==> src/rtl/multicore_bus_controller_if.sv <==
// Bus bundle between the coherence controller, the per-core L1 caches and RAM.
// master = controller side; slave = caches plus RAM side.
interface multicore_bus_controller_if #(
    parameter int CPUS   = 2,
    parameter int WORD_W = 32
);
    logic [CPUS-1:0]        iREN;
    logic [CPUS*WORD_W-1:0] iaddr;
    logic [CPUS-1:0]        iwait;
    logic [CPUS*WORD_W-1:0] iload;
    logic [CPUS-1:0]        dREN;
    logic [CPUS-1:0]        dWEN;
    logic [CPUS*WORD_W-1:0] daddr;
    logic [CPUS*WORD_W-1:0] dstore;
    logic [CPUS-1:0]        dwait;
    logic [CPUS*WORD_W-1:0] dload;
    logic [CPUS-1:0]        ccwrite;
    logic [CPUS-1:0]        ccwait;
    logic [CPUS-1:0]        ccinv;
    logic [CPUS*WORD_W-1:0] ccsnoopaddr;
    logic                   ramREN;
    logic                   ramWEN;
    logic [WORD_W-1:0]      ramaddr;
    logic [WORD_W-1:0]      ramstore;
    logic [WORD_W-1:0]      ramload;
    logic [1:0]             ramstate;

    modport master (
        input  iREN, iaddr, dREN, dWEN, daddr, dstore, ccwrite,
        input  ramload, ramstate,
        output iwait, iload, dwait, dload, ccwait, ccinv, ccsnoopaddr,
        output ramREN, ramWEN, ramaddr, ramstore
    );

    modport slave (
        output iREN, iaddr, dREN, dWEN, daddr, dstore, ccwrite,
        output ramload, ramstate,
        input  iwait, iload, dwait, dload, ccwait, ccinv, ccsnoopaddr,
        input  ramREN, ramWEN, ramaddr, ramstore
    );
endinterface

==> src/rtl/multicore_bus_controller.sv <==
// Snoop-coherence bus controller: CPUS L1 caches share one RAM port.
// Ports: CLK, RST (sync, active-high), bus (multicore_bus_controller_if.master).
// Round-robin arbitration of ifetch / writeback / coherent read; block moves
// cache-to-cache (with RAM update) or memory-to-cache, BLKWORDS words each.
// Build option: define WB_PRIORITY_EN to let any writeback beat all reads.
module multicore_bus_controller #(
    parameter int CPUS     = 2,
    parameter int BLKWORDS = 2,
    parameter int WORD_W   = 32
) (
    input logic                        CLK,
    input logic                        RST,
    multicore_bus_controller_if.master bus
);
    localparam int GW  = $clog2(CPUS);
    localparam int WCW = (BLKWORDS > 1) ? $clog2(BLKWORDS) : 1;
    localparam logic [1:0] ACCESS = 2'd2;

    typedef enum logic [2:0] {IDLE, IFETCH, WB, SNOOP, C2C, M2C} state_t;

    state_t         state;
    logic [GW-1:0]  g, s, dptr, iptr;
    logic [WCW-1:0] wcnt;

    logic              acc, last;
    logic [CPUS-1:0]   g_oh, flush, dreq;
    logic [GW-1:0]     dpick, ipick, sup;
    logic [WORD_W-1:0] iaddr_g, daddr_g, daddr_s, dstore_s;

    // First requester at or after ptr, wrapping modulo CPUS.
    function automatic logic [GW-1:0] rr_pick(
        input logic [CPUS-1:0] req,
        input logic [GW-1:0]   ptr
    );
        logic [GW-1:0] w;
        logic [GW-1:0] idx;
        w = '0;
        for (int k = CPUS - 1; k >= 0; k--) begin
            idx = GW'((int'(ptr) + k) % CPUS);
            if (req[idx]) w = idx;
        end
        return w;
    endfunction

    function automatic logic [GW-1:0] nxt(input logic [GW-1:0] v);
        return (v == GW'(CPUS - 1)) ? '0 : v + GW'(1);
    endfunction

    assign acc      = bus.ramstate == ACCESS;
    assign last     = wcnt == WCW'(BLKWORDS - 1);
    assign g_oh     = CPUS'(1) << g;
    // The requester's own dWEN never counts as a flush reply.
    assign flush    = bus.dWEN & ~g_oh;
    assign dreq     = bus.dREN | bus.dWEN;
    assign iaddr_g  = bus.iaddr[g*WORD_W +: WORD_W];
    assign daddr_g  = bus.daddr[g*WORD_W +: WORD_W];
    assign daddr_s  = bus.daddr[s*WORD_W +: WORD_W];
    assign dstore_s = bus.dstore[s*WORD_W +: WORD_W];
    assign ipick    = rr_pick(bus.iREN, iptr);
    assign sup      = rr_pick(flush, '0);

`ifdef WB_PRIORITY_EN
    assign dpick = (|bus.dWEN) ? rr_pick(bus.dWEN, dptr)
                               : rr_pick(bus.dREN, dptr);
`else
    assign dpick = rr_pick(dreq, dptr);
`endif

    always_ff @(posedge CLK) begin
        if (RST) begin
            state <= IDLE;
            g     <= '0;
            s     <= '0;
            dptr  <= '0;
            iptr  <= '0;
            wcnt  <= '0;
        end else begin
            unique case (state)
                IDLE: begin
                    wcnt <= '0;
                    if (|dreq) begin
                        g     <= dpick;
                        state <= bus.dWEN[dpick] ? WB : SNOOP;
                    end else if (|bus.iREN) begin
                        g     <= ipick;
                        state <= IFETCH;
                    end
                end
                IFETCH: begin
                    if (acc || !bus.iREN[g]) begin
                        state <= IDLE;
                        iptr  <= nxt(g);
                    end
                end
                WB: begin
                    if (acc) wcnt <= wcnt + WCW'(1);
                    if ((acc && last) || !bus.dWEN[g]) begin
                        state <= IDLE;
                        dptr  <= nxt(g);
                    end
                end
                SNOOP: begin
                    if (|flush) begin
                        s     <= sup;
                        state <= C2C;
                    end else begin
                        state <= M2C;
                    end
                end
                C2C, M2C: begin
                    if (acc) wcnt <= wcnt + WCW'(1);
                    if ((acc && last) || !bus.dREN[g]) begin
                        state <= IDLE;
                        dptr  <= nxt(g);
                    end
                end
                default: state <= IDLE;
            endcase
        end
    end

    always_comb begin
        bus.iwait       = '1;
        bus.dwait       = '1;
        bus.ccwait      = '0;
        bus.ccinv       = '0;
        bus.iload       = '0;
        bus.dload       = '0;
        bus.ccsnoopaddr = '0;
        bus.ramREN      = 1'b0;
        bus.ramWEN      = 1'b0;
        bus.ramaddr     = '0;
        bus.ramstore    = '0;
        unique case (state)
            IFETCH: begin
                bus.ramREN                     = 1'b1;
                bus.ramaddr                    = iaddr_g;
                bus.iload[g*WORD_W +: WORD_W]  = bus.ramload;
                if (acc) bus.iwait[g]          = 1'b0;
            end
            WB: begin
                bus.ramWEN   = 1'b1;
                bus.ramaddr  = daddr_g;
                bus.ramstore = bus.dstore[g*WORD_W +: WORD_W];
                if (acc) bus.dwait[g] = 1'b0;
            end
            SNOOP: begin
                for (int j = 0; j < CPUS; j++) begin
                    if (j != int'(g)) begin
                        bus.ccwait[j] = 1'b1;
                        bus.ccinv[j]  = bus.ccwrite[g];
                        bus.ccsnoopaddr[j*WORD_W +: WORD_W] = daddr_g;
                    end
                end
            end
            C2C: begin
                bus.ccwait                    = ~g_oh;
                bus.dload[g*WORD_W +: WORD_W] = dstore_s;
                bus.ramWEN                    = 1'b1;
                bus.ramaddr                   = daddr_s;
                bus.ramstore                  = dstore_s;
                if (acc) begin
                    bus.dwait[g] = 1'b0;
                    bus.dwait[s] = 1'b0;
                end
            end
            M2C: begin
                bus.ramREN                    = 1'b1;
                bus.ramaddr                   = daddr_g;
                bus.dload[g*WORD_W +: WORD_W] = bus.ramload;
                if (acc) bus.dwait[g] = 1'b0;
            end
            default: ;
        endcase
    end
endmodule

==> src/flat_wrapper.sv <==
// flat-port wrapper written by rule: the top's interface ports become plain ports
module multicore_bus_controller_flat 
#(
    parameter int CPUS     = 2,
    parameter int BLKWORDS = 2,
    parameter int WORD_W   = 32
)
  (CLK, RST, bus_iREN, bus_iaddr, bus_dREN, bus_dWEN, bus_daddr, bus_dstore, bus_ccwrite, bus_ramload, bus_ramstate, bus_iwait, bus_iload, bus_dwait, bus_dload, bus_ccwait, bus_ccinv, bus_ccsnoopaddr, bus_ramREN, bus_ramWEN, bus_ramaddr, bus_ramstore);
  multicore_bus_controller_if #(.CPUS(CPUS), .WORD_W(WORD_W)) bus_i ();
  input logic CLK;
  input logic RST;
  input wire logic [$bits(bus_i.iREN)-1:0] bus_iREN;
  input wire logic [$bits(bus_i.iaddr)-1:0] bus_iaddr;
  input wire logic [$bits(bus_i.dREN)-1:0] bus_dREN;
  input wire logic [$bits(bus_i.dWEN)-1:0] bus_dWEN;
  input wire logic [$bits(bus_i.daddr)-1:0] bus_daddr;
  input wire logic [$bits(bus_i.dstore)-1:0] bus_dstore;
  input wire logic [$bits(bus_i.ccwrite)-1:0] bus_ccwrite;
  input wire logic [$bits(bus_i.ramload)-1:0] bus_ramload;
  input wire logic [$bits(bus_i.ramstate)-1:0] bus_ramstate;
  output wire logic [$bits(bus_i.iwait)-1:0] bus_iwait;
  output wire logic [$bits(bus_i.iload)-1:0] bus_iload;
  output wire logic [$bits(bus_i.dwait)-1:0] bus_dwait;
  output wire logic [$bits(bus_i.dload)-1:0] bus_dload;
  output wire logic [$bits(bus_i.ccwait)-1:0] bus_ccwait;
  output wire logic [$bits(bus_i.ccinv)-1:0] bus_ccinv;
  output wire logic [$bits(bus_i.ccsnoopaddr)-1:0] bus_ccsnoopaddr;
  output wire logic [$bits(bus_i.ramREN)-1:0] bus_ramREN;
  output wire logic [$bits(bus_i.ramWEN)-1:0] bus_ramWEN;
  output wire logic [$bits(bus_i.ramaddr)-1:0] bus_ramaddr;
  output wire logic [$bits(bus_i.ramstore)-1:0] bus_ramstore;
  assign bus_i.iREN = bus_iREN;
  assign bus_i.iaddr = bus_iaddr;
  assign bus_i.dREN = bus_dREN;
  assign bus_i.dWEN = bus_dWEN;
  assign bus_i.daddr = bus_daddr;
  assign bus_i.dstore = bus_dstore;
  assign bus_i.ccwrite = bus_ccwrite;
  assign bus_i.ramload = bus_ramload;
  assign bus_i.ramstate = bus_ramstate;
  assign bus_iwait = bus_i.iwait;
  assign bus_iload = bus_i.iload;
  assign bus_dwait = bus_i.dwait;
  assign bus_dload = bus_i.dload;
  assign bus_ccwait = bus_i.ccwait;
  assign bus_ccinv = bus_i.ccinv;
  assign bus_ccsnoopaddr = bus_i.ccsnoopaddr;
  assign bus_ramREN = bus_i.ramREN;
  assign bus_ramWEN = bus_i.ramWEN;
  assign bus_ramaddr = bus_i.ramaddr;
  assign bus_ramstore = bus_i.ramstore;
  multicore_bus_controller #(.CPUS(CPUS), .BLKWORDS(BLKWORDS), .WORD_W(WORD_W)) u_core (.CLK(CLK), .RST(RST), .bus(bus_i));
endmodule
==> config.mk <==
export PLATFORM = sky130hd
export DESIGN_NAME = multicore_bus_controller_flat
export DESIGN_NICKNAME = d
export VERILOG_FILES = /design/src/rtl/multicore_bus_controller_if.sv /design/src/rtl/multicore_bus_controller.sv /design/src/flat_wrapper.sv
export SDC_FILE = /design/constraint.sdc
export NUM_CORES = 1
export LEC_CHECK = 0
export CAP_MARGIN = 20
export CORE_AREA = 2 2 196 198
export DETAILED_ROUTE_END_ITERATION = 8
export DIE_AREA = 0 0 198 200
export PLACE_DENSITY = 0.48
export SETUP_SLACK_MARGIN = 0.1
export SYNTH_ARGS = -nofsm -noshare
export SYNTH_HDL_FRONTEND = slang
export SYNTH_SLANG_ARGS = --single-unit
==> constraint.sdc <==
create_clock -name CLK -period 2 [get_ports CLK]
set_input_delay 0.3 -clock CLK [delete_from_list [all_inputs] [get_ports CLK]]
set_output_delay 0.3 -clock CLK [all_outputs]
set_load 0.005 [all_outputs]
=== Word level (Yosys, flattened, before mapping) ===
Index checks and enable logic that the tools add are counted.

* Register bits: 8
* Latch bits: 0
* RAM bits: 0
* Bits in read-only memories: 0
* Memories kept: 0

* Add/sub/neg operators: 5
* Multipliers: 0
* Divide/modulo/power cells: 0
* Order comparisons: 9
* Equality and inequality tests: 11
* Shift-type cells: 9
* Multiplexer cells: 63
* Bitwise operators: 8
* Reduce and logical (&&, ||, !) cells: 27

{| class="wikitable"
|+ Operator list
! cell !! number
|-
| variable part select 64 x 7 -> 32 bit || 5
|-
| bitwise AND 64 bit || 2
|-
| 2-to-1 mux 64 bit || 2
|-
| case mux 64 bit (2 select lines) || 1
|-
| variable part select 32 x 34 -> 64 bit || 2
|-
| case mux 32 bit (3 select lines) || 1
|-
| 2-to-1 mux 32 bit || 2
|-
| case mux 32 bit (2 select lines) || 1
|-
| variable shift 32 x 34 -> 64 bit (first input constant) || 1
|-
| 2-to-1 mux 1 bit || 40
|-
| negator 6 -> 34 bit || 1
|-
| 2-to-1 mux 3 bit || 5
|-
| case mux 3 bit (5 select lines) || 1
|-
| < comparator 1 x 2 -> 1 bit (second input constant) || 7
|-
| OR reduction 2 bit || 7
|-
| 2-to-1 mux 2 bit || 4
|-
| != test 2 x 1 -> 1 bit (second input constant) || 4
|-
| case mux 2 bit (2 select lines) || 2
|-
| AND reduction 2 bit || 4
|-
| == test 3 x 2 -> 1 bit (second input constant) || 2
|-
| == test 3 bit (second input constant) || 2
|-
| NOT 2 bit || 3
|-
| nonzero test 2 bit || 3
|-
| adder 1 bit (second input constant) || 4
|-
| other kinds (16) || 26
|}

=== Logic depth before layout (Yosys ltp) ===
* Depth in word-level cells: 10
* Mapped depth: 7

=== Least setup slack after synthesis ===
No wires, ideal clock.

* Path type: register to output
* Start: register u_core.s
* End: output port bus_ramaddr[10]
* Arrival: 1.429 ns
* Slack: 0.271 ns
* Cell stages (with the launch flop): 8
* Path through: dfxtp_1 clkbuf_1 buf_2 buf_2 mux2i_1 nor2_1 a21oi_1 o211ai_1

* Word-level cells in the longest chain between the ends: 2

{| class="wikitable"
|+ RTL lines
! what !! RTL line !! source
|-
| start: declaration || multicore_bus_controller.sv:22 || <nowiki>logic [GW-1:0] g, s, dptr, iptr;</nowiki>
|-
| start signal: assignment || multicore_bus_controller.sv:104 || <nowiki>s <= sup;</nowiki>
|-
| variable part select 64 x 7 -> 32 bit || multicore_bus_controller.sv:57 || <nowiki>assign daddr_s = bus.daddr[s*WORD_W +: WORD_W];</nowiki>
|-
| case mux 32 bit (3 select lines) || multicore_bus_controller.sv:134 || <nowiki>unique case (state)</nowiki>
|-
| end: declaration || flat_wrapper.sv:30 || <nowiki>output wire logic [$bits(bus_i.ramaddr)-1:0] bus_ramaddr;</nowiki>
|}

No other way between the ends.

=== Final worst setup path ===
* Start: register u_core.state[2]
* End: output port bus_ramaddr[5]

* Word-level cells in the longest chain between the ends: 3
* Elaborated cells between the ends (all ways): 6

{| class="wikitable"
|+ RTL lines
! what !! RTL line !! source
|-
| start: declaration || multicore_bus_controller.sv:21 || <nowiki>state_t state;</nowiki>
|-
| start signal: assignment || multicore_bus_controller.sv:83 || <nowiki>state <= bus.dWEN[dpick] ? WB : SNOOP;</nowiki>
|-
| == test 3 x 2 -> 1 bit / == test 3 bit (equally long branches) || multicore_bus_controller.sv:134 ||
|-
| OR reduction 2 bit (no line) || - ||
|-
| case mux 32 bit (3 select lines) * || multicore_bus_controller.sv:134 ||
|}

Mark *: on every way between the ends. The rest lies on a longest branch, timed or not.

==> results_tabular.tex <==
\begin{tabular}{lr}
\hline
Metric & Value \\
\hline
\multicolumn{2}{l}{\textbf{Pwr}} \\
Combinational fraction of design power & 0.939 \\
Peak supply drop & 465 µV \\
Power density relative to cell area & 790 mW/mm² \\
Overall power after layout & 0.0113 W \\
Leakage & 6.01 nW \\
NetSw & 0.00496 W \\
Cell Int Power & 0.00635 W \\
Net Sw Frac & 0.439 \\
Clock power share & 0.030 \\
Share of total power in sequential cells & 0.031 \\
\multicolumn{2}{l}{\textbf{Logic synthesis}} \\
Total number of yosys warnings & 0 \\
Unique cell type count in the Yosys netlist & 42 \\
Sequential-to-total area share from yosys stat & 0.0363 \\
Arithmetic-cell share of the synthesized area counting full adders, half adders and majority gates & 0 \\
Cell type with the largest total area after synthesis & mux2i\_1 \\
Cell types occupying the most area after synthesis & mux2i\_1 (29\%), and2\_1 (18\%), nor2\_1 (12\%) \\
Post-synth top flop & dfxtp\_1 \\
Share of synthesized flip-flops with an asynchronous set or reset & 0 \\
Area fraction in compound gates after synthesis & 0.218 \\
Number of enable-type register cells in the synthesized netlist & 0 \\
FF+latch count, synth & 8 \\
Netlist area before placement & 0.00442 mm² \\
Most frequently used cell type in the post-synthesis netlist & nor2\_1 \\
Multiplexer share of the synthesized area & 0.300 \\
Leading cell types by count after synthesis & nor2\_1 (140), and2\_1 (130), mux2i\_1 (130) \\
Fraction of synthesized cell area taken by the top area cell type & 0.295 \\
Syn Nets & 940 \\
Xor and xnor area share after synthesis & 0 \\
Synth Area in Simple Gates & 0.377 \\
Synth Instances & 704 \\
Post-Synthesis Mean Instance Area & 6.28 µm² \\
Combinational family with the most area after synthesis & simple AND/OR/NAND/NOR gates \\
\multicolumn{2}{l}{\textbf{Job}} \\
Number of maximum-capacitance violations & 0 \\
\multicolumn{2}{l}{\textbf{Clocking}} \\
Bufs on Longest Clock Path & 2 \\
Clk sink count & 8 \\
H-tree depth reported by CTS & 1 \\
Clock tree from TritonCTS & done \\
Clk\_lat worst skew & 240 ps \\
Buffer type at the clock tree root & clkbuf\_16 \\
CTS clk-pin slew, worst paths & 40 ps \\
Total clock buffers created by CTS & 3 \\
\multicolumn{2}{l}{\textbf{Setup path}} \\
Setup CP Type & reg -> out \\
Combined buffer and inverter count along the critical path & 4 \\
Standard cell with the maximum stage delay on the critical path & or3b\_4 \\
Critical path data arrival time & 1990 ps \\
Worst R2R Start & u\_core.state[2] \\
Count of cell instances traversed by the critical path & 8 \\
CP Launch Type & flop \\
Slack of the worst reg-to-reg path & 20 ps \\
CP most frequent cell & buf\_12 \\
Type of element capturing the critical path & output pin \\
Worst reg-to-reg path cell count & 11 \\
Top fanout value on the critical path & 7 \\
Startpoint of the most critical setup path & u\_core.state[2] \\
Worst-path cell chain & or3b\_4 -> buf\_6 -> buf\_12 -> buf\_12 -> nor2\_4 -> a21oi\_2 -> o211ai\_1 -> buf\_2 \\
Gate family responsible for the most delay along the worst path & buffers and inverters \\
Required time of the critical path & 1700 ps \\
Stage delay of the slowest cell on the critical path & 440 ps \\
Endpoint of the worst-slack reg-to-reg timing path & u\_core.state[0] \\
\multicolumn{2}{l}{\textbf{Worst hold path}} \\
Worst Hold Launch & u\_core.last \\
Worst hold path stage count & 1 \\
HP Class & reg -> reg \\
End point of the most critical hold path & u\_core.last \\
\multicolumn{2}{l}{\textbf{Routing}} \\
Vias per inst & 4.36 \\
Detailed-route via count & 8,412 \\
Count of unresolved DRC violations after routing & 0 \\
Iter 0 DRT Violations & 283 \\
Antenna viol nets, final & 0 \\
Total wire length & 41,300 µm \\
DRT Pass-1 Iters & 5 \\
Wire length per cell after detailed routing & 21.4 µm \\
\multicolumn{2}{l}{\textbf{Place}} \\
Post-placement cell count & 1,744 \\
Placer congestion estimate & 0.800 \\
Post-DP HPWL & 26,000 µm \\
IO buf count & 501 \\
Worst setup slack before clock tree synthesis & -403 ps \\
\multicolumn{2}{l}{\textbf{Global route}} \\
Vias in the first global route & 7,746 \\
Wire length of the first global-routing pass & 48,500 µm \\
Remaining global-route overflow & 0 \\
Largest net degree at the start of global routing & 35 \\
Initial antenna violation count & 1 \\
Tot GR Track Use & 0.162 \\
\multicolumn{2}{l}{\textbf{Floorplanning}} \\
I/O pins & 502 \\
Die area & 0.0396 mm² \\
Std-Cell Core Area & 0.0374 mm² \\
Y dimension of the die & 200 µm \\
Starting utilization of the core area & 0.118 \\
Die Width & 198 µm \\
Number of core rows & 71 \\
\multicolumn{2}{l}{\textbf{STA}} \\
Minimum clock period & 2290 ps \\
Setup violation total in the final timing report & 217 \\
Worst-case setup margin in the final layout & -294 ps \\
Achievable frequency & 436 MHz \\
Final cycle utilization of the critical path & 1.15 \\
Number of pins with negative max-slew slack in the final report & 0 \\
Hold slack & 524 ps \\
Headroom to the max-slew limit & 0.635 \\
Slew at the pin closest to its max-slew limit & 547 ps \\
Skew final & 8.43 ps \\
Number of hold violations in the final report & 0 \\
Unrepaired setup endpoints after global routing & yes \\
\multicolumn{2}{l}{\textbf{Final layout}} \\
\# nets final & 1,656 \\
Fill cell total of the finished layout & 3,780 \\
Synth-to-Final Area Change & 224\% \\
Fraction of final layout cells sized beyond drive strength 1 & 0.599 \\
Non-filler instance count after layout & 1,930 \\
\multicolumn{2}{l}{\textbf{Status}} \\
Outcome & finished with violations \\
Failing checks & negative setup slack \\
\hline
\end{tabular}
==> per-layer routing <==
layer	global-route usage	up-vias	share of wire
met2	0.301	406	0.51
met1	0.186	4034	0.39
li1	-	3905	-
met3	0.0314	67	0.067
met5	0	-	0
met4	0.0490	0	0.030
==> worst max-delay path by stage <==
stage / endpoint / slack [ps]
final: bus_ramaddr[5] / -290
after global routing: bus_iload[33] / -350
after CTS: bus_dload[25] / -460
after detailed placement: bus_ramaddr[8] / -400
after global placement: bus_ramaddr[6] / -430
after floorplan: bus_ramaddr[10] / 270
==> flip-flops by register name (all words and copies together), names as in the netlist <==
name,cells
u_core.dptr,1
u_core.s,1
u_core.last,1
u_core.iptr,1
u_core.g,1
u_core.state,3
==> worst register-to-register path, cell delays in order, from the launching register on <==
cell and delay [ps]:
dfxtp_4 380, buf_6 110, and4bb_4 240, buf_12 130
clkbuf_16 150, buf_12 120, buf_6 120, buf_8 120
buf_6 120, nor2b_4 120, o21ai_2 140, a31oi_2 110
==> stage by stage <==
step,setup TNS [ps],cell area [µm²],util
2_1_floorplan,0,4420,-
3_5_place_dp,-50660,10800,0.288
3_3_place_gp,-48880,10800,0.288
5_1_grt,-43710,14300,0.383
4_1_cts,-73010,11500,0.308
6_report,-28240,14300,0.383
==> cell families after synthesis <==
| family | count (synthesis) |
|---|---|
| AOI/OAI and AO/OA | 157 |
| buffers and inverters | 71 |
| DFF | 8 |
| muxes | 132 |
| and+or+nand+nor | 336 |
==> cell type report <==
class / instances / area (µm²) / area share
Tap cell: 511 / 639 / 0.0447
Timing Repair Buffer: 779 / 7920 / 0.553
Antenna cell: 1 / 2.50 / 0.000175
Sequential cell: 8 / 179 / 0.0125
Multi-Input combinational cell: 626 / 5490 / 0.383
Clock buffer: 3 / 75.1 / 0.00524
Inverter: 2 / 8.76 / 0.000612
==> placed cells by master, fill, tap and decap left out, types with 4 or more instances in the layout <==
| master | Yosys | final |
|---|---|---|
| a21oi_1 | 70 | 20 |
| a21oi_2 | 1 | 47 |
| a21oi_4 | 0 | 4 |
| and2_1 | 130 | 27 |
| and2_4 | 0 | 103 |
| buf_12 | 0 | 48 |
| buf_16 | 0 | 7 |
| buf_2 | 28 | 137 |
| buf_4 | 1 | 99 |
| buf_6 | 0 | 185 |
| buf_8 | 0 | 24 |
| clkbuf_16 | 0 | 17 |
| clkbuf_2 | 0 | 24 |
| clkdlybuf4s50_1 | 0 | 235 |
| dfxtp_4 | 0 | 5 |
| dlymetal6s2s_1 | 0 | 5 |
| mux2i_1 | 130 | 103 |
| mux2i_2 | 0 | 5 |
| mux2i_4 | 0 | 22 |
| nand2_1 | 41 | 37 |
| nand2_2 | 0 | 4 |
| nor2_1 | 140 | 73 |
| nor2_2 | 1 | 18 |
| nor2_4 | 0 | 50 |
| o211ai_1 | 31 | 31 |
| o22ai_1 | 33 | 4 |
| o22ai_2 | 1 | 23 |
| o22ai_4 | 0 | 7 |
==> power groups by stage <==
stage / clock network [W] / registers [W] / logic, W
after floorplan: 0 / 0.000258 / 0.00314
after global routing: 0.000351 / 0.000359 / 0.0112
after detailed placement: 0 / 0.000326 / 0.00745
after CTS: 0.000343 / 0.000337 / 0.00790
after global placement: 0 / 0.000320 / 0.00750
final: 0.000343 / 0.000346 / 0.0106
==> what timing repair did <==
item,in CTS,in global routing
cloned,7,16
hold buffers,0,0
setup endpoints to repair,268,268
pin swaps,22,152
hold endpoints to repair,0,0
setup buffers,44,121
gates resized for setup,447,1046
Power figures use the tool's default switching activity.
